[src/rtl/bcd_a_bin_seq.sv]
// Sequential BCD-to-binary converter using reverse double-dabble.
// Each SHIFT cycle moves one bit out of the BCD register into the binary
// register (LSB first), then subtracts 3 from every digit that is now >= 8.
// After BIN_W shifts the binary register holds the converted value.
module bcd_a_bin_seq #(
    parameter int DIGITS = 3,
    parameter int BIN_W  = 10
) (
    input  logic                  clk,
    input  logic                  rst_n,
    input  logic                  in_valid,
    output logic                  in_ready,
    input  logic [4*DIGITS-1:0]   bcd_in,
    output logic                  out_valid,
    input  logic                  out_ready,
    output logic [BIN_W-1:0]      bin_out,
    output logic                  err
);

    localparam int BCD_W = 4 * DIGITS;
    localparam int CNT_W = $clog2(BIN_W);
    localparam logic [CNT_W-1:0] CNT_LAST = CNT_W'(BIN_W - 1);

    typedef enum logic [1:0] {
        IDLE  = 2'd0,
        SHIFT = 2'd1,
        DONE  = 2'd2
    } state_t;

    state_t             state;
    state_t             state_nxt;
    logic [BCD_W-1:0]   bcd_reg;
    logic [BCD_W-1:0]   bcd_nxt;
    logic [BIN_W-1:0]   bin_reg;
    logic [BIN_W-1:0]   bin_nxt;
    logic [CNT_W-1:0]   cnt;
    logic               accept;
    logic               bad_in;
    logic               last_shift;

    // True when any nibble of the word is not a decimal digit (A..F).
    function automatic logic has_bad_digit(input logic [BCD_W-1:0] v);
        logic bad;
        bad = 1'b0;
        for (int d = 0; d < DIGITS; d++) begin
            if (v[4*d +: 4] > 4'd9) bad = 1'b1;
        end
        return bad;
    endfunction

    // Undo the add-3 of the forward algorithm: a digit that received a
    // carried-in 8 from the digit above must lose 3 to stay a valid half.
    function automatic logic [BCD_W-1:0] fix_digits(input logic [BCD_W-1:0] v);
        logic [BCD_W-1:0] r;
        r = v;
        for (int d = 0; d < DIGITS; d++) begin
            if (v[4*d+3]) r[4*d +: 4] = v[4*d +: 4] - 4'd3;
        end
        return r;
    endfunction

    assign in_ready   = (state == IDLE);
    assign out_valid  = (state == DONE);
    assign accept     = in_valid && in_ready;
    assign bad_in     = has_bad_digit(bcd_in);
    assign last_shift = (cnt == CNT_LAST);
    assign bin_nxt    = {bcd_reg[0], bin_reg[BIN_W-1:1]};
    assign bcd_nxt    = fix_digits(bcd_reg >> 1);

    // State register.
    always_ff @(posedge clk or negedge rst_n) begin
        if (!rst_n) state <= IDLE;
        else        state <= state_nxt;
    end

    // Next-state logic: IDLE -> SHIFT (or straight to DONE on a bad digit),
    // SHIFT for BIN_W cycles, DONE until the consumer takes the result.
    always_comb begin
        state_nxt = state;
        case (state)
            IDLE: begin
                if (accept) state_nxt = bad_in ? DONE : SHIFT;
            end
            SHIFT: begin
                if (last_shift) state_nxt = DONE;
            end
            DONE: begin
                if (out_ready) state_nxt = IDLE;
            end
            default: state_nxt = IDLE;
        endcase
    end

    // Conversion datapath and result registers; bin_out/err only change on
    // acceptance or the final shift, so they stay stable throughout DONE.
    always_ff @(posedge clk or negedge rst_n) begin
        if (!rst_n) begin
            bcd_reg <= '0;
            bin_reg <= '0;
            cnt     <= '0;
            bin_out <= '0;
            err     <= 1'b0;
        end else if (accept) begin
            if (bad_in) begin
                bin_out <= '0;
                err     <= 1'b1;
            end else begin
                bcd_reg <= bcd_in;
                bin_reg <= '0;
                cnt     <= '0;
                err     <= 1'b0;
            end
        end else if (state == SHIFT) begin
            bin_reg <= bin_nxt;
            bcd_reg <= bcd_nxt;
            cnt     <= cnt + 1'b1;
            if (last_shift) bin_out <= bin_nxt;
        end
    end

endmodule
[config.mk]
export PLATFORM = sky130hd
export DESIGN_NAME = bcd_a_bin_seq
export DESIGN_NICKNAME = d
export VERILOG_FILES = /design/src/rtl/bcd_a_bin_seq.sv
export SDC_FILE = /design/constraint.sdc
export NUM_CORES = 1
export LEC_CHECK = 0
export ABC_AREA = 1
export ABC_CLOCK_PERIOD_IN_PS = 1300
export BUFFER_PORTS_ARGS = -buffer_cell sky130_fd_sc_hd__buf_4
export CORE_MARGIN = 8
export CORE_UTILIZATION = 30
export CTS_CLUSTER_DIAMETER = 50
export DETAILED_ROUTE_END_ITERATION = 10
export SYNTH_ARGS = -nofsm -noshare
export SYNTH_HDL_FRONTEND = slang
export SYNTH_SLANG_ARGS = --single-unit
[constraint.sdc]
create_clock -name clk -period 1.3 [get_ports clk]
set_input_delay 0.26 -clock clk [delete_from_list [all_inputs] [get_ports clk]]
set_output_delay 0.26 -clock clk [all_outputs]
set_load 0.005 [all_outputs]
After elaboration in Yosys (flattened, before gate mapping)
Cells that the tools add are included.
W data, S select, Z words.
Storage, ports and cells
  output and inout port bits: 13
  bits in registers: 39
  logic and storage cells: 51
  input port bits: 16
Cells by class
  reduce and logical (&&, ||, !) cells: 7
  add/sub/neg operators: 3
  muxes and demuxes: 24
  equality and inequality tests: 8
  magnitude comparators: 3
Operator list (count)
  $mux W10: 7
  $mux W12: 3
  $mux W4: 5
  $gt A4 B4 Y1 const B: 3
  $mux W2: 4
  $sub A4 B2 Y4 const B: 2
  $ne A2 B1 Y1 const B: 3
  $pmux W2 S3: 1
  $reduce_and A3 Y1: 2
  $add A4 B1 Y4 const B: 1
  $eq A4 B4 Y1 const B: 1
  $mux W1: 4
  $ne A2 B2 Y1 const B: 2
  $reduce_bool A2 Y1: 2
  $eq A2 B1 Y1 const B: 1
  $eq A2 B2 Y1 const B: 1
  $logic_not A2 Y1: 1
  $reduce_and A2 Y1: 1
  $logic_and A1 B1 Y1: 1

Depth between registers and ports, before layout
Gate-level depths: netlist of run 1.
  depth after elaboration: 7
  mapped depth: 8
  depth with buffers taken out: 8

Least setup slack after synthesis of run 1
No wires, ideal clock.
  path kind: register to register
  from: register state[0]
  to: register bcd_reg[1]
  path buffers: 1
  required time: 1184 ps
  library setup time: 116 ps
  arrival time: 1100 ps
  path slack: 84 ps
  clock period less this slack: 1216 ps
  stages on the path, launching flop included: 8
  path through: dfrtp_1 > nor2_4 > nand2_2 > inv_2 > nand4_4 > buf_2 > nand3_1 > nand2_1
Between the ends
  cells in the longest elaborated chain, start to end: 4
  elaborated cells on any way between the ends: 7
  classes of those cells: eq/ne (2); mux (1); reduce/logical (4)
RTL lines
  start, declared: line 30  | state_t state;
  start signal, assigned: line 73  | else state <= state_nxt;
  $logic_not A2 Y1 (*): line 62  | assign in_ready = (state == IDLE);
  via in_ready: line 12  | output logic in_ready,
  $logic_and A1 B1 Y1 (*): line 64  | assign accept = in_valid && in_ready;
  $ne A2 B2 Y1 (no line) / $reduce_bool A2 Y1 (equally long branches)
  $reduce_and A2 Y1 (no line)
  end signal, assigned: line 108  | bcd_reg <= bcd_in;
  end signal, assigned: line 115  | bcd_reg <= bcd_nxt;
  end, declared: line 32  | logic [BCD_W-1:0] bcd_reg;
Mark *: on every way through the listed nets, which the timed path passes. The rest lies on a longest branch.
A chain may end at the register's enable or synchronous reset.

Final worst setup path of run 1
  from: register state[1]
  to: register bin_reg[5]
Between the ends
  cells in the longest elaborated chain, start to end: 4
  elaborated cells on any way between the ends: 7
  classes of those cells: eq/ne (2); mux (1); reduce/logical (4)
RTL lines
  $logic_not A2 Y1: line 62
  $logic_and A1 B1 Y1: line 64
  $ne A2 B2 Y1 (no line) / $reduce_bool A2 Y1 (equally long branches)
  $reduce_and A2 Y1 (no line)
  end signal, assigned: line 114  | bin_reg <= bin_nxt;
  end, declared: line 34  | logic [BIN_W-1:0] bin_reg;
Parallel ways exist; a longest one is shown, timed or not.

==> impl_metrics.tcl, run 1 <==
set metrics [dict create \
    status "finished clean" \
    clk_latency_ns 0.29 \
    crit_arrival_ns 1.44 \
    synth_common_cells "100 x nand2_1, 40 x nand3_1, 38 x dfrtp_1" \
    synth_edf_count 0 \
    largest_register_ffs 12 \
    fillers 615 \
    die_area_sq_um 8993 \
    cp-start-kind "register" \
    synth_seq_area_share 0.5101 \
    synth_area_leaders "dfrtp_1 51%, nand2_1 20%, nand3_1 11%" \
    pwr-share-clk 0.205 \
    grt_use_total 0.09734 \
    yosysMostFrequentCell "nand2_1" \
    hold_class "primary input to register" \
    fin_skew_ns 0.008527 \
    slew_headroom 0.6766 \
    regArea_sq_um 952.2 \
    worst_pin_slew_ns 0.4851 \
    slew_viol_final 0 \
    cts_tree "built" \
    synth.distinct_cells 24 \
    clock.fmax_mhz 787.2 \
    gp_congestion 0.7927 \
    finalSetupViolations 0 \
    synth_top_area_frac 0.5101 \
    core_area_sq_um 5956 \
    die_w_microns 94.83 \
    crit_type "register to register" \
    min_period_ns 1.270 \
    drive_gt1_frac 0.2774 \
    pin_count 29 \
    hold_viol 0 \
    combPwrFrac 0.393 \
    switching_share 0.3767 \
    ant_nets 0 \
    portBuffers 28 \
    vias_per_cell 4.616 \
    yosysTopAreaCell "dfrtp_1" \
    yosysWarnings 0 \
    grt_max_degree 39 \
    cts_buffer_depth 2 \
    wl_per_cell_microns 12.23 \
    p_sw_mw 1.778 \
    dp_cells 338 \
    row_count 28 \
    post-place-ws_ns -0.02875 \
    fin_ws_ns 0.02967 \
    seqPwrFrac 0.402 \
    antenna_found_initial 0 \
    synthArstFlopShare 1.000 \
    ys_ff_latch 38 \
    start_util 0.3130 \
    syn-cell-area_sq_um 1864 \
    dp_hpwl_microns 3069 \
    timing.final.crit_share 0.9772 \
    intPower_mw 2.941 \
    synth_fp_nets 251 \
    leakage_nw 1.308 \
    root_buffer "clkbuf_8" \
    overflow 0 \
    path_clk_slew_ns 0.07 \
    maxCapViolCount 0 \
    drt_wl_total_microns 4267 \
    syn_avg_cell_area_sq_um 8.071 \
    netlist_instances 231 \
    first_iter_violations 101 \
    hold_slack_ns 0.1763 \
    critical_path.max_fanout 14 \
    firstDrtPassIters 4 \
    die_y_microns 94.83 \
    cts.sinks 38 \
    multiInputGateArea_sq_um 874.6 \
    power_density_nw_per_um2 1929 \
    power_mw 4.719 \
    crit_path_end_kind "register" \
    grt_pass1_wl_microns 7107 \
    ir_drop_uv 755.0 \
    num_vias 1611 \
    first_global_vias 1581 \
    ctsHtreeMaxLevel 2 \
    fin_nets 293 \
    n_antenna_cell 0 \
    area.growth.synth_to_final_pct 31.21 \
    cts_buffers 5 \
    fin_util 0.4107 \
    rsz0062_at_grt "true" \
    stdcell_count 349 \
    synth_flop_cell "dfrtp_1" \
    drc 0 \
    worstPathRequired_ns 1.47 \
]
[cells by family (layout without fill, tap and decap cells)]
group	Yosys count	in the layout	share of synthesized area
DFF	38	38	0.5101
and+or+nand+nor	151	151	0.3523
adders and majority gates	4	4	0.02685
xor gates and xnor gates	4	4	0.01880
AOI/OAI and AO/OA	13	13	0.03892
buffers and inverters	21	64	0.05302
[per-stage QoR]
step	TNS (ns)	instance area [sq um]
floorplan	0	1864
global placement	0	2228
detailed placement	-0.3475	2228
CTS	0	2349
global route	-0.9696	2446
finish	0	2446
[what timing repair did]
item,CTS,global route
hold buffers,1,0
pin swaps,0,8
setup buffers,0,1
setup endpoints to repair,8,37
gates resized for setup,1,26
endpoints found under the hold margin,38,0
gates cloned,0,1
[worst paths after layout]
| path | startpoint | endpoint | slack [ns] | depth (start not counted) |
|---|---|---|---|---|
| max reg2reg | state[1] | bin_reg[5] | 0.03 | 7 |
| min reg2reg | bin_reg[1] | bin_out[0] | 0.50 | 2 |
| min | out_ready | state[1] | 0.18 | 2 |
| max | state[1] | bin_reg[5] | 0.03 | 7 |
| max in group asynchronous | rst_n | state[1] | 0.45 | 2 |
| min in group asynchronous | rst_n | bcd_reg[2] | 0.48 | 2 |
[worst max-delay path, stage by stage (launching register included)]
cell,delay (ns)
dfrtp_2,0.45
nor2_4,0.12
nand2_2,0.08
inv_4,0.08
nand4_4,0.11
buf_6,0.19
nand3_1,0.08
nand2_1,0.05
[power by group through the flow]
| stage | Combinational [mW] | Clock (mW) | Sequential [mW] |
|---|---|---|---|
| CTS | 1.79 | 0.993 | 1.88 |
| global route | 2.12 | 1.06 | 1.95 |
| finish | 1.85 | 0.970 | 1.90 |
| detailed placement | 1.77 | 0 | 1.90 |
| floorplan | 1.20 | 0 | 1.83 |
| global placement | 1.74 | 0 | 1.89 |
[area by class of cell]
type	instances	share of cell area
well taps	75	0.03836
repair buffers	45	0.1519
flip-flops and latches	38	0.3893
clock inverters	3	0.01637
multi-input cells	172	0.3575
inverters	11	0.01841
clock buffers	5	0.02813
[layer usage]
layer / track usage / up-vias / share of wire
li1: - / 822 / -
met1: 0.1181 / 761 / 0.46
met2: 0.1570 / 21 / 0.48
met3: 0.02857 / 7 / 0.046
met4: 0.04161 / 0 / 0.018
met5: 0 / - / 0
[placed cells by master, fill, tap and decap left out, drive strengths merged, types with 4 or more instances in the layout]
cell type / instances
nand2: 102
inv: 10
clkbuf: 5
nand3: 40
dfrtp: 38
buf: 44
nor2: 4
o21ai: 10
ha: 4
(Power assumes the default switching activity.)
==> run 2: changes to the inputs <==
--- a/config.mk
+++ b/config.mk
@@ -6,12 +6,13 @@
 export NUM_CORES = 1
 export LEC_CHECK = 0
 export ABC_AREA = 1
-export ABC_CLOCK_PERIOD_IN_PS = 1300
+export ABC_CLOCK_PERIOD_IN_PS = 1420
 export BUFFER_PORTS_ARGS = -buffer_cell sky130_fd_sc_hd__buf_4
 export CORE_MARGIN = 8
-export CORE_UTILIZATION = 30
+export CORE_UTILIZATION = 55
 export CTS_CLUSTER_DIAMETER = 50
 export DETAILED_ROUTE_END_ITERATION = 10
+export PLACE_DENSITY = 0.78
 export SYNTH_ARGS = -nofsm -noshare
 export SYNTH_HDL_FRONTEND = slang
 export SYNTH_SLANG_ARGS = --single-unit
==> constraint.sdc (replaced) <==
create_clock -name clk -period 1.42 [get_ports clk]
set_input_delay 0.284 -clock clk [delete_from_list [all_inputs] [get_ports clk]]
set_output_delay 0.284 -clock clk [all_outputs]
set_load 0.005 [all_outputs]
==> run 2 against run 1 <==
  * Cell count is 9.7% lower
  * Register-to-register slack better by 0.04 ns
  * Fmax is 6.1% lower
  * Combinational power is 19% lower
  * Clock skew is 0.0044 ns higher
  * Global-route usage is 6.0 points higher
  * Critical path type unchanged
  * Largest power group unchanged
  * Highest routed layer unchanged
==> impl_metrics.tcl, run 2 (synthesis results as in run 1) <==
set metrics [dict create \
    clock.fmax_mhz 739.0 \
    cts_buffer_depth 2 \
    gp_congestion 0.8408 \
    first_global_vias 1574 \
    ir_drop_uv 1230 \
    use_met3 0.05256 \
    p_sw_mw 1.545 \
    leakage_nw 1.259 \
    grt_pass1_wl_microns 6782 \
    grt-busiest-layer "met2" \
    rsz0062_at_grt "true" \
    firstDrtPassIters 5 \
    hold_viol 0 \
    path_clk_slew_ns 0.12 \
    n_antenna_cell 0 \
    cts_buffers 5 \
    row_count 21 \
    cts_tree "built" \
    core_area_sq_um 3284 \
    die_w_microns 74.22 \
    hold_class "primary input to register" \
    switching_share 0.3714 \
    first_iter_violations 74 \
    worstPathRequired_ns 1.66 \
    status "finished clean" \
    ctsHtreeMaxLevel 2 \
    cts.sinks 38 \
    grt_max_degree 39 \
    fillers 274 \
    timing.final.crit_share 0.9529 \
    clk_latency_ns 0.35 \
    critical_path.max_fanout 5 \
    power_density_nw_per_um2 1815 \
    portBuffers 28 \
    ant_nets 0 \
    seqPwrFrac 0.417 \
    die_y_microns 74.22 \
    setup-tns-final_ns 0 \
    fin_skew_ns 0.01292 \
    worst_pin_slew_ns 0.4709 \
    maxCapViolCount 0 \
    dp_hpwl_microns 2819 \
    crit_path_end_kind "register" \
    num_vias 1616 \
    root_buffer "clkbuf_4" \
    overflow 0 \
    slew_headroom 0.6861 \
    cp-start-kind "register" \
    drt_wl_total_microns 3981 \
    pwr-share-clk 0.222 \
    pin_count 29 \
    drive_gt1_frac 0.2268 \
    grt_use_total 0.1572 \
    grt_util_met2 0.2568 \
    area.growth.synth_to_final_pct 22.95 \
    die_area_sq_um 5509 \
    drc 0 \
    crit_arrival_ns 1.59 \
    wl_per_cell_microns 12.64 \
    intPower_mw 2.615 \
    use_met1 0.1915 \
    start_util 0.5676 \
    slew_viol_final 0 \
    combPwrFrac 0.361 \
    finalSetupViolations 0 \
    final_cell_mix "97 x nand2_1, 40 x nand3_1, 37 x dfrtp_1, 37 x buf_4" \
    largest_register_ffs 12 \
    vias_per_cell 5.130 \
    fin_util 0.6979 \
    fin_nets 288 \
    antenna_found_initial 0 \
    crit_type "register to register" \
    min_period_ns 1.353 \
    final_common_cell "nand2_1" \
]
## run 2: path summary, 6_finish.rpt
check | from | end | slack, ns | cells after the start
max in group asynchronous | rst_n | state[1] | 0.65 | 2
worst max-delay path | cnt[0] | bin_out[4] | 0.07 | 8
worst min register to register | err | err | 0.50 | 2
min in group asynchronous | rst_n | bcd_reg[7] | 0.42 | 2
worst min-delay path | out_ready | state[1] | 0.14 | 2
worst max register to register | cnt[0] | bin_out[4] | 0.07 | 8
## run 2: worst max-delay path, stage by stage (launching register included)
cell	delay [ns]
dfrtp_1	0.44
ha_1	0.21
nand2_1	0.08
nor2_2	0.04
nand2_2	0.11
buf_4	0.14
clkinvlp_4	0.11
nand2_1	0.08
nand2_1	0.05
## run 2: timing repair
item                       in CTS  in global routing
hold buffers                    1                  0
hold endpoints to repair       38                  0
setup buffers                   0                  2
resized for setup               0                  9
setup endpoints to repair       0                 13
## run 2: area by class of cell
cell class / instances / area [sq um] / share of cell area
inverter: 11 / 45.04 / 0.01965
timing repair inverter: 1 / 7.507 / 0.003275
tap: 46 / 57.56 / 0.02511
clock inverter: 3 / 68.82 / 0.03002
multi-input combinational: 172 / 824.5 / 0.3597
clock buffer: 5 / 37.54 / 0.01638
sequential: 38 / 952.2 / 0.4154
timing repair buffer: 39 / 299.0 / 0.1305
## run 2: power groups by stage
stage          registers, mW  clock network (mW)  logic (mW)
2_1_floorplan           1.67                   0        1.10
3_3_place_gp            1.74                   0        1.44
3_5_place_dp            1.75                   0        1.47
4_1_cts                 1.72               0.937        1.48
5_1_grt                 1.78               0.987        1.71
6_report                1.73               0.923        1.50
## run 2: metrics by stage
stage / worst slack (ns) / hold slack [ns] / cell area, sq um / instances / total power, mW
global placement: -0.005105 / 0.2776 / 2135 / 303 / 3.173
floorplan: 0.2039 / -0.01159 / 1864 / 231 / 2.775
finish: 0.06686 / 0.1359 / 2292 / 315 / 4.160
CTS: 0.02006 / 0.1292 / 2251 / 312 / 4.138
global route: -0.01461 / 0.1218 / 2292 / 315 / 4.482
detailed placement: -0.01714 / 0.2727 / 2135 / 303 / 3.213
## run 2: layer usage
metal	up-vias	wire, microns	part of all wire
li1	815	-	-
met4	0	36	0.0090
met5	-	0	0
met3	6	278	0.070
met1	751	1763	0.44
met2	44	1902	0.48
